### config.mk
export PLATFORM = sky130hd
export DESIGN_NAME = bird_life_ctrl_flat
export DESIGN_NICKNAME = d
export VERILOG_FILES = /design/src/rtl/bird_life_if.sv /design/src/rtl/bird_life_ctrl.sv /design/src/flat_wrapper.sv
export SDC_FILE = /design/constraint.sdc
export NUM_CORES = 1
export LEC_CHECK = 0
export ABC_AREA = 1
export CORE_ASPECT_RATIO = 1.1
export CORE_UTILIZATION = 30
export CTS_CLUSTER_DIAMETER = 120
export DETAILED_ROUTE_END_ITERATION = 10
export MAX_ROUTING_LAYER = met4
export PLACE_DENSITY_LB_ADDON = 0.3
export SETUP_SLACK_MARGIN = 0.05
export SYNTH_ARGS = -nofsm -noshare
export SYNTH_HDL_FRONTEND = slang
export SYNTH_SLANG_ARGS = --single-unit
### constraint.sdc
create_clock -name clk -period 2.55 [get_ports clk]
set_input_delay 0.765 -clock clk [delete_from_list [all_inputs] [get_ports clk]]
set_output_delay 0.765 -clock clk [all_outputs]
set_load 0.01 [all_outputs]
### src/rtl/bird_life_if.sv
// bird_life_if: game-side pulses in, drawer/game status out of the bird life controller
interface bird_life_if;
    logic       startOfFrame;
    logic       spawn;
    logic       hit;
    logic       kill;
    logic       alive;
    logic       flash;
    logic       duty50;
    logic [2:0] lives;
    logic       died;
    modport master (output startOfFrame, spawn, hit, kill, input alive, flash, duty50, lives, died);
    modport slave  (input startOfFrame, spawn, hit, kill, output alive, flash, duty50, lives, died);
endinterface

### src/rtl/bird_life_ctrl.sv
// bird_life_ctrl: frame-paced spawn/fly/hit-flash/dying/dead sequencer for one bird
module bird_life_ctrl #(
    parameter int LIVES        = 3,
    parameter int FLASH_FRAMES = 16,
    parameter int DYING_FRAMES = 32,
    parameter int FLAP_FRAMES  = 8
) (
    input  logic      clk,
    input  logic      resetN,
    bird_life_if.slave bus
);
    typedef enum logic [1:0] {DEAD, FLY, HIT, DYING} state_t;
    localparam logic [7:0] FLASH_LD = 8'(FLASH_FRAMES);
    localparam logic [7:0] DYING_LD = 8'(DYING_FRAMES);
    localparam logic [7:0] FLAP_TOP = 8'(FLAP_FRAMES - 1);
    state_t     state;
    logic [7:0] frame_cnt;
    logic [7:0] flap_cnt;
    logic [7:0] frame_dec;
    logic       flap_end;
    assign frame_dec = frame_cnt - 8'd1;
    assign flap_end  = flap_cnt == FLAP_TOP;
    // Single-process state machine; every output is a register updated alongside the state
    always_ff @(posedge clk) begin
        if (!resetN) begin
            state      <= DEAD;
            frame_cnt  <= '0;
            flap_cnt   <= '0;
            bus.alive  <= 1'b0;
            bus.flash  <= 1'b0;
            bus.duty50 <= 1'b0;
            bus.lives  <= '0;
            bus.died   <= 1'b0;
        end else begin
            bus.died <= 1'b0;
            case (state)
                DEAD: begin
                    flap_cnt <= '0;
                    if (bus.spawn) begin
                        state      <= FLY;
                        bus.alive  <= 1'b1;
                        bus.lives  <= 3'(LIVES);
                        bus.duty50 <= 1'b1;
                    end
                end
                FLY, HIT: begin
                    if (bus.startOfFrame) begin
                        flap_cnt <= flap_end ? 8'd0 : flap_cnt + 8'd1;
                        if (flap_end) bus.duty50 <= ~bus.duty50;
                    end
                    if (bus.kill || (state == FLY && bus.hit && bus.lives == 3'd1)) begin
                        state     <= DYING;
                        bus.lives <= '0;
                        frame_cnt <= DYING_LD;
                        bus.flash <= DYING_LD[2];
                    end else if (state == FLY && bus.hit) begin
                        state     <= HIT;
                        bus.lives <= bus.lives - 3'd1;
                        frame_cnt <= FLASH_LD;
                        bus.flash <= 1'b1;
                    end else if (state == HIT && bus.startOfFrame) begin
                        if (frame_cnt == 8'd1) begin
                            state     <= FLY;
                            bus.flash <= 1'b0;
                        end
                        frame_cnt <= frame_dec;
                    end
                end
                DYING: begin
                    if (bus.startOfFrame) begin
                        frame_cnt <= frame_dec;
                        if (frame_cnt == 8'd1) begin
                            state      <= DEAD;
                            bus.died   <= 1'b1;
                            bus.alive  <= 1'b0;
                            bus.flash  <= 1'b0;
                            bus.duty50 <= 1'b0;
                        end else begin
                            bus.flash <= frame_dec[2];
                        end
                    end
                end
                default: state <= DEAD;
            endcase
        end
    end
endmodule

### src/flat_wrapper.sv
// flat-port wrapper written by rule: the top's interface ports become plain ports
module bird_life_ctrl_flat 
#(
    parameter int LIVES        = 3,
    parameter int FLASH_FRAMES = 16,
    parameter int DYING_FRAMES = 32,
    parameter int FLAP_FRAMES  = 8
)
  (clk, resetN, bus_startOfFrame, bus_spawn, bus_hit, bus_kill, bus_alive, bus_flash, bus_duty50, bus_lives, bus_died);
  bird_life_if bus_i ();
  input  logic clk;
  input  logic resetN;
  input wire logic [$bits(bus_i.startOfFrame)-1:0] bus_startOfFrame;
  input wire logic [$bits(bus_i.spawn)-1:0] bus_spawn;
  input wire logic [$bits(bus_i.hit)-1:0] bus_hit;
  input wire logic [$bits(bus_i.kill)-1:0] bus_kill;
  output wire logic [$bits(bus_i.alive)-1:0] bus_alive;
  output wire logic [$bits(bus_i.flash)-1:0] bus_flash;
  output wire logic [$bits(bus_i.duty50)-1:0] bus_duty50;
  output wire logic [$bits(bus_i.lives)-1:0] bus_lives;
  output wire logic [$bits(bus_i.died)-1:0] bus_died;
  assign bus_i.startOfFrame = bus_startOfFrame;
  assign bus_i.spawn = bus_spawn;
  assign bus_i.hit = bus_hit;
  assign bus_i.kill = bus_kill;
  assign bus_alive = bus_i.alive;
  assign bus_flash = bus_i.flash;
  assign bus_duty50 = bus_i.duty50;
  assign bus_lives = bus_i.lives;
  assign bus_died = bus_i.died;
  bird_life_ctrl #(.LIVES(LIVES), .FLASH_FRAMES(FLASH_FRAMES), .DYING_FRAMES(DYING_FRAMES), .FLAP_FRAMES(FLAP_FRAMES)) u_core (.clk(clk), .resetN(resetN), .bus(bus_i));
endmodule
; Word level (Yosys, flattened, before mapping)
; Cells that the tools add are included.
[word_totals]
register_bits = 25
input_bits = 6
output_inout_bits = 7
word_cells = 77
[op_classes]
n_addsub = 3
n_eq_ne = 14
n_mux = 34
bitwise = 1
n_reduce_logical = 17
[ops]
columns = cell, count
row1 = 8-bit 2-to-1 mux, 6
row2 = 8-bit case mux with 2 select lines, 2
row3 = 2-bit 2-to-1 mux, 7
row4 = 1-bit 2-to-1 mux, 11
row5 = 5-bit AND reduction, 2
row6 = 3-bit 2-to-1 mux, 3
row7 = 3-bit AND reduction, 3
row8 = 8-bit by 1-bit adder with 8-bit output (second input constant), 1
row9 = 8-bit by 1-bit == test with 1-bit output (second input constant), 1
row10 = 8-bit by 3-bit == test with 1-bit output (second input constant), 1
row11 = 4-bit by 1-bit != test with 1-bit output (second input constant), 2
row12 = 4-bit AND reduction, 2
row13 = 8-bit by 1-bit subtractor with 8-bit output (second input constant), 1
row14 = 2-bit != test (second input constant), 3
row15 = 2-bit case mux with 3 select lines, 1
row16 = 3-bit case mux with 2 select lines, 1
row17 = 2-bit nonzero test, 3
row18 = 2-bit == test (second input constant), 2
row19 = 2-bit by 1-bit != test with 1-bit output (second input constant), 2
row20 = 1-bit case mux with 2 select lines, 2
row21 = 3-bit by 1-bit == test with 1-bit output (second input constant), 1
row22 = 1-bit logical AND, 3
row23 = 3-bit by 1-bit != test with 1-bit output (second input constant), 1
row24 = 1-bit case mux with 3 select lines, 1
row25 = 7 further kinds, 7

; Longest topological paths before layout
[logic_depth]
word_depth = 6
ltp_mapped = 12
ltp_nobuf = 12

; Least setup slack after synthesis
; No wires, ideal clock.
[synth_path]
path_type = input-to-reg
from = input bus_hit
to = register u_core.frame_cnt[7]
setup_ns = 0.126
t_arrival_ns = 1.411
required_ns = 2.424
setup_slack_ns = 1.013
stages = 7
path_buffers = 0
path_cell_list = nand2_1 nand2_2 nor2_1 nor2_4 a21o_1 nand2_1 nor2_1
[synth_via]
elab_chain_len = 5
elab_cells_between_ends = 8
cone_classes = 1 x eq/ne / 3 x mux / 4 x reduce/logical
[synth_rtl]
columns = item, line
row1 = start: declaration, flat_wrapper.sv:15  ; input wire logic [$bits(bus_i.hit)-1:0] bus_hit;
row2 = 1-bit logical AND *, "bird_life_ctrl.sv:51, bird_life_ctrl.sv:56"
row3 = 1-bit logical AND, bird_life_ctrl.sv:51  ; if (bus.kill || (state == FLY && bus.hit && bus.lives == 3'd1)) begin
row4 = 1-bit logical OR, bird_life_ctrl.sv:51
row5 = 4-bit by 1-bit != test with 1-bit output (no line) or 8-bit 2-to-1 mux (tied branches), --
row6 = 3-bit AND reduction (no line) or 8-bit case mux with 2 select lines (tied branches), --
row7 = end signal: assignment, bird_life_ctrl.sv:66  ; frame_cnt <= frame_dec;
row8 = end signal: assignment, bird_life_ctrl.sv:71  ; frame_cnt <= frame_dec;
row9 = end: declaration, bird_life_ctrl.sv:17  ; logic [7:0] frame_cnt;
; Every way passes the cells marked *; elsewhere a longest branch is shown, timed or not.
; A chain may end at the register's enable or synchronous reset.

; Final worst setup path
[layout_path]
from = input bus_startOfFrame
to = register u_core.frame_cnt[4]
[layout_via]
elab_chain_len = 3
elab_cells_between_ends = 4
cone_classes = 2 x eq/ne / 2 x reduce/logical
[layout_rtl]
columns = item, line
row1 = start: declaration, flat_wrapper.sv:13  ; input wire logic [$bits(bus_i.startOfFrame)-1:0] bus_startOfFrame;
row2 = 1-bit logical AND, bird_life_ctrl.sv:61  ; end else if (state == HIT && bus.startOfFrame) begin
row3 = 4-bit by 1-bit != test with 1-bit output (no line), --
row4 = 3-bit AND reduction (no line) *, --
; Marked as above.

==> impl_metrics.yaml <==
cts:
  cts_resized: 0
  tritoncts: "built"
  cts_root_buf: "clkbuf_8"
  clkLatencyLatePin_ns: 0.27
  clk_pin_slew_worst_paths_ns: 0.09
  clkSinkCount: 25
  cts_setup_buffers: 0
  cts_hold_buffers: 0
  cts_buffers: 3
  cts_buffer_depth: 2
  h-tree-depth: 1
routing:
  postRouteAntennaNets: 0
  vias: 1496
  drc_errors: 0
  viasPerCell: 4.69
  wire_per_inst_microns: 11.4
  routed_wl_microns: 3640
  dr.pass1.iters: 6
  drt_iter0_markers: 73
setup_path:
  crit_path_end_kind: "register"
  worstPathRequired_ns: 2.72
  startpoint_type: "primary input"
  r2r_start: "u_core.state[0]"
  cp_max_fo: 9
  rrSetupSlack_ns: 0.86
  cp_data_arrival_time_ns: 2.14
  path_class: "primary input to register"
  r2r-end: "u_core.flap_cnt[5]"
  reg2reg_depth: 9
sta:
  final.setup.tns_ns: 0
  maxSlewViolCount: 0
  rsz0062_at_grt: "false"
  timing.final.crit_share: 0.774
  hold_viol_final: 0
  setup_viol: 0
  tightestPinTransition_ns: 0.376
  fin_crit_ns: 1.97
  max-slew-margin-rel: 0.747
  holdWs_ns: 0.486
  finClkSkew_ns: 0.00287
  fmax_mhz: 507
global_route:
  grt_max_degree: 14
  gr-max-usage-layer: "met2"
  grt_pass1_vias: 1373
  antenna_found_initial: 0
  grtUsageMet1: 0.183
  grtUsageTotal: 0.144
  gr-total-overflow: 0
  grtUsageMet2: 0.242
  grt_first_pass_wirelength_microns: 6220
  grt_util_met3: 0.0273
die:
  core.rowCount: 27
  io_pins: 13
  coreArea_sq_um: 5000
  die_w_microns: 70.8
  start_util: 0.313
  die_h_microns: 77.7
  dieArea_sq_um: 5510
placed_design:
  numPortBuffers: 12
  gp_congestion: 0.885
  dp.cells: 315
  hpwl_microns: 2830
synth:
  synth_area_sq_um: 1560
  synth_fp_nets: 259
  yosysSeqAreaShare: 0.320
  synth_cell_type_count: 27
  synthCells: 244
  ys_warn_count: 0
  synth.avg_cell_area_sq_um: 6.41
  synth-seq-cells: 25
layout:
  fin_cells: 319
  fin_nets: 277
  fillers: 565
  drive_above_1_share: 0.0766
  diodes: 0
  area_growth_syn_to_layout_pct: 16.1
  utilization: 0.363
status:
  status: "finished clean"
worst_hold_path:
  min-delay-start: "u_core.frame_cnt[5]"
  holdPathStages: 2
  hold_class: "register to register"
  holdPathEnd: "u_core.frame_cnt[5]"
pwr:
  power_density_nw_per_um2: 1230
  vdd.ir_drop.worst_uv: 499
  leakagePower_uw: 0.000835
  power_uw: 2230
flow_run:
  cap_violations: 0
[layout make-up]
| cell class | count | area, sq um | share of cell area |
|---|---|---|---|
| Sequential cell | 25 | 500 | 0.276 |
| Tap cell | 58 | 72.6 | 0.0400 |
| Clock buffer | 4 | 45.0 | 0.0248 |
| Multi-Input combinational cell | 179 | 912 | 0.502 |
| Timing Repair Buffer | 15 | 143 | 0.0786 |
| Inverter | 38 | 143 | 0.0786 |
[how the worst max path moves through the flow]
stage	from	to	slack, ns	cells past startpoint
final	bus_startOfFrame	u_core.frame_cnt[4]	0.58	8
after floorplan	bus_hit	u_core.frame_cnt[7]	1.01	7
after detailed placement	bus_startOfFrame	u_core.bus.flash	0.30	8
after CTS	u_core.bus.lives[0]	bus_lives[0]	0.56	1
after global routing	bus_startOfFrame	u_core.frame_cnt[4]	0.42	8
after global placement	bus_startOfFrame	u_core.bus.flash	0.30	8
[layout by cell type (no fill, tap or decap)]
cell type | Yosys | final
dfxtp_1 | 25 | 25
nand2_2 | 3 | 3
a21oi_1 | 18 | 18
nor4_1 | 1 | 1
a21oi_4 | 1 | 1
o21ai_1 | 7 | 7
buf_4 | 0 | 3
xor2_1 | 2 | 2
inv_2 | 5 | 5
inv_1 | 31 | 31
nor2_4 | 1 | 1
nor2_1 | 36 | 36
clkbuf_1 | 1 | 1
nor2_2 | 2 | 2
clkbuf_8 | 0 | 3
nand3_1 | 16 | 16
or2_2 | 1 | 1
o21ai_0 | 15 | 15
nor3b_1 | 1 | 1
nor3_1 | 2 | 2
nand2_1 | 52 | 52
a21o_1 | 2 | 2
o21ai_2 | 1 | 1
ha_1 | 9 | 9
clkdlybuf4s50_1 | 0 | 12
clkinv_1 | 2 | 2
nand4_1 | 6 | 6
and3_1 | 1 | 1
o21bai_1 | 2 | 2
[report_power, final]
part           switching (uW)  internal, uW
logic                     878           524
clock network             128           112
registers                80.4           510
total                    1090          1150
[kinds of logic after synthesis]
kind of cell | share of synthesized area
XOR/XNOR | 0.0112
buffers and inverters | 0.0968
flip-flops | 0.320
adder cells (fa/ha/maj) | 0.0720
AO/OA/AOI/OAI | 0.163
AND/OR/NAND/NOR | 0.337
[through the flow]
stage	cell area [sq um]	worst slack, ns
2_1_floorplan	1560	1.01
3_3_place_gp	1770	0.298
3_5_place_dp	1770	0.296
4_1_cts	1820	0.563
5_1_grt	1820	0.423
6_report	1820	0.577
[sequential cells by signal (all words and copies together) (netlist names)]
name and flops:
u_core.flap_cnt 8, u_core.frame_cnt 8, u_core.bus.lives 3, u_core.state 2, u_core.bus.alive 1, u_core.bus.died 1, u_core.bus.duty50 1, u_core.bus.flash 1
[routing by layer]
layer,up-vias,part of all wire
li1,814,-
met1,657,0.49
met2,23,0.48
met3,2,0.029
met4,0,0.0052
met5,-,0
[cells in the mapped netlist]
library cell	count	area [sq um]
o21ai_0	15	75.1
nor3_1	2	10.0
nor2_4	1	11.3
o21bai_1	2	15.0
nand3_1	16	80.1
inv_1	31	116
nor2_1	36	135
xor2_1	2	17.5
clkinv_1	2	7.51
o21ai_1	7	35.0
a21o_1	2	15.0
or2_2	1	6.26
and3_1	1	6.26
ha_1	9	113
buf_2	1	5.00
nand2_2	3	18.8
nor2_2	2	12.5
a21oi_1	18	90.1
nand2_1	52	195
dfxtp_1	25	500
a21oi_4	1	16.3
nor4_1	1	6.26
o21ai_2	1	8.76
clkbuf_1	1	3.75
inv_2	5	18.8
nand4_1	6	37.5
nor3b_1	1	7.51
[worst max-delay path, stage by stage]
cell and delay (ns):
clkdlybuf4s50_1 0.56, inv_2 0.07, nand2_1 0.08, nand2_1 0.10
nor2_4 0.24, nand2_1 0.12, a21oi_1 0.14, nor2_1 0.06
No activity file was read; power rests on OpenSTA's default activity.
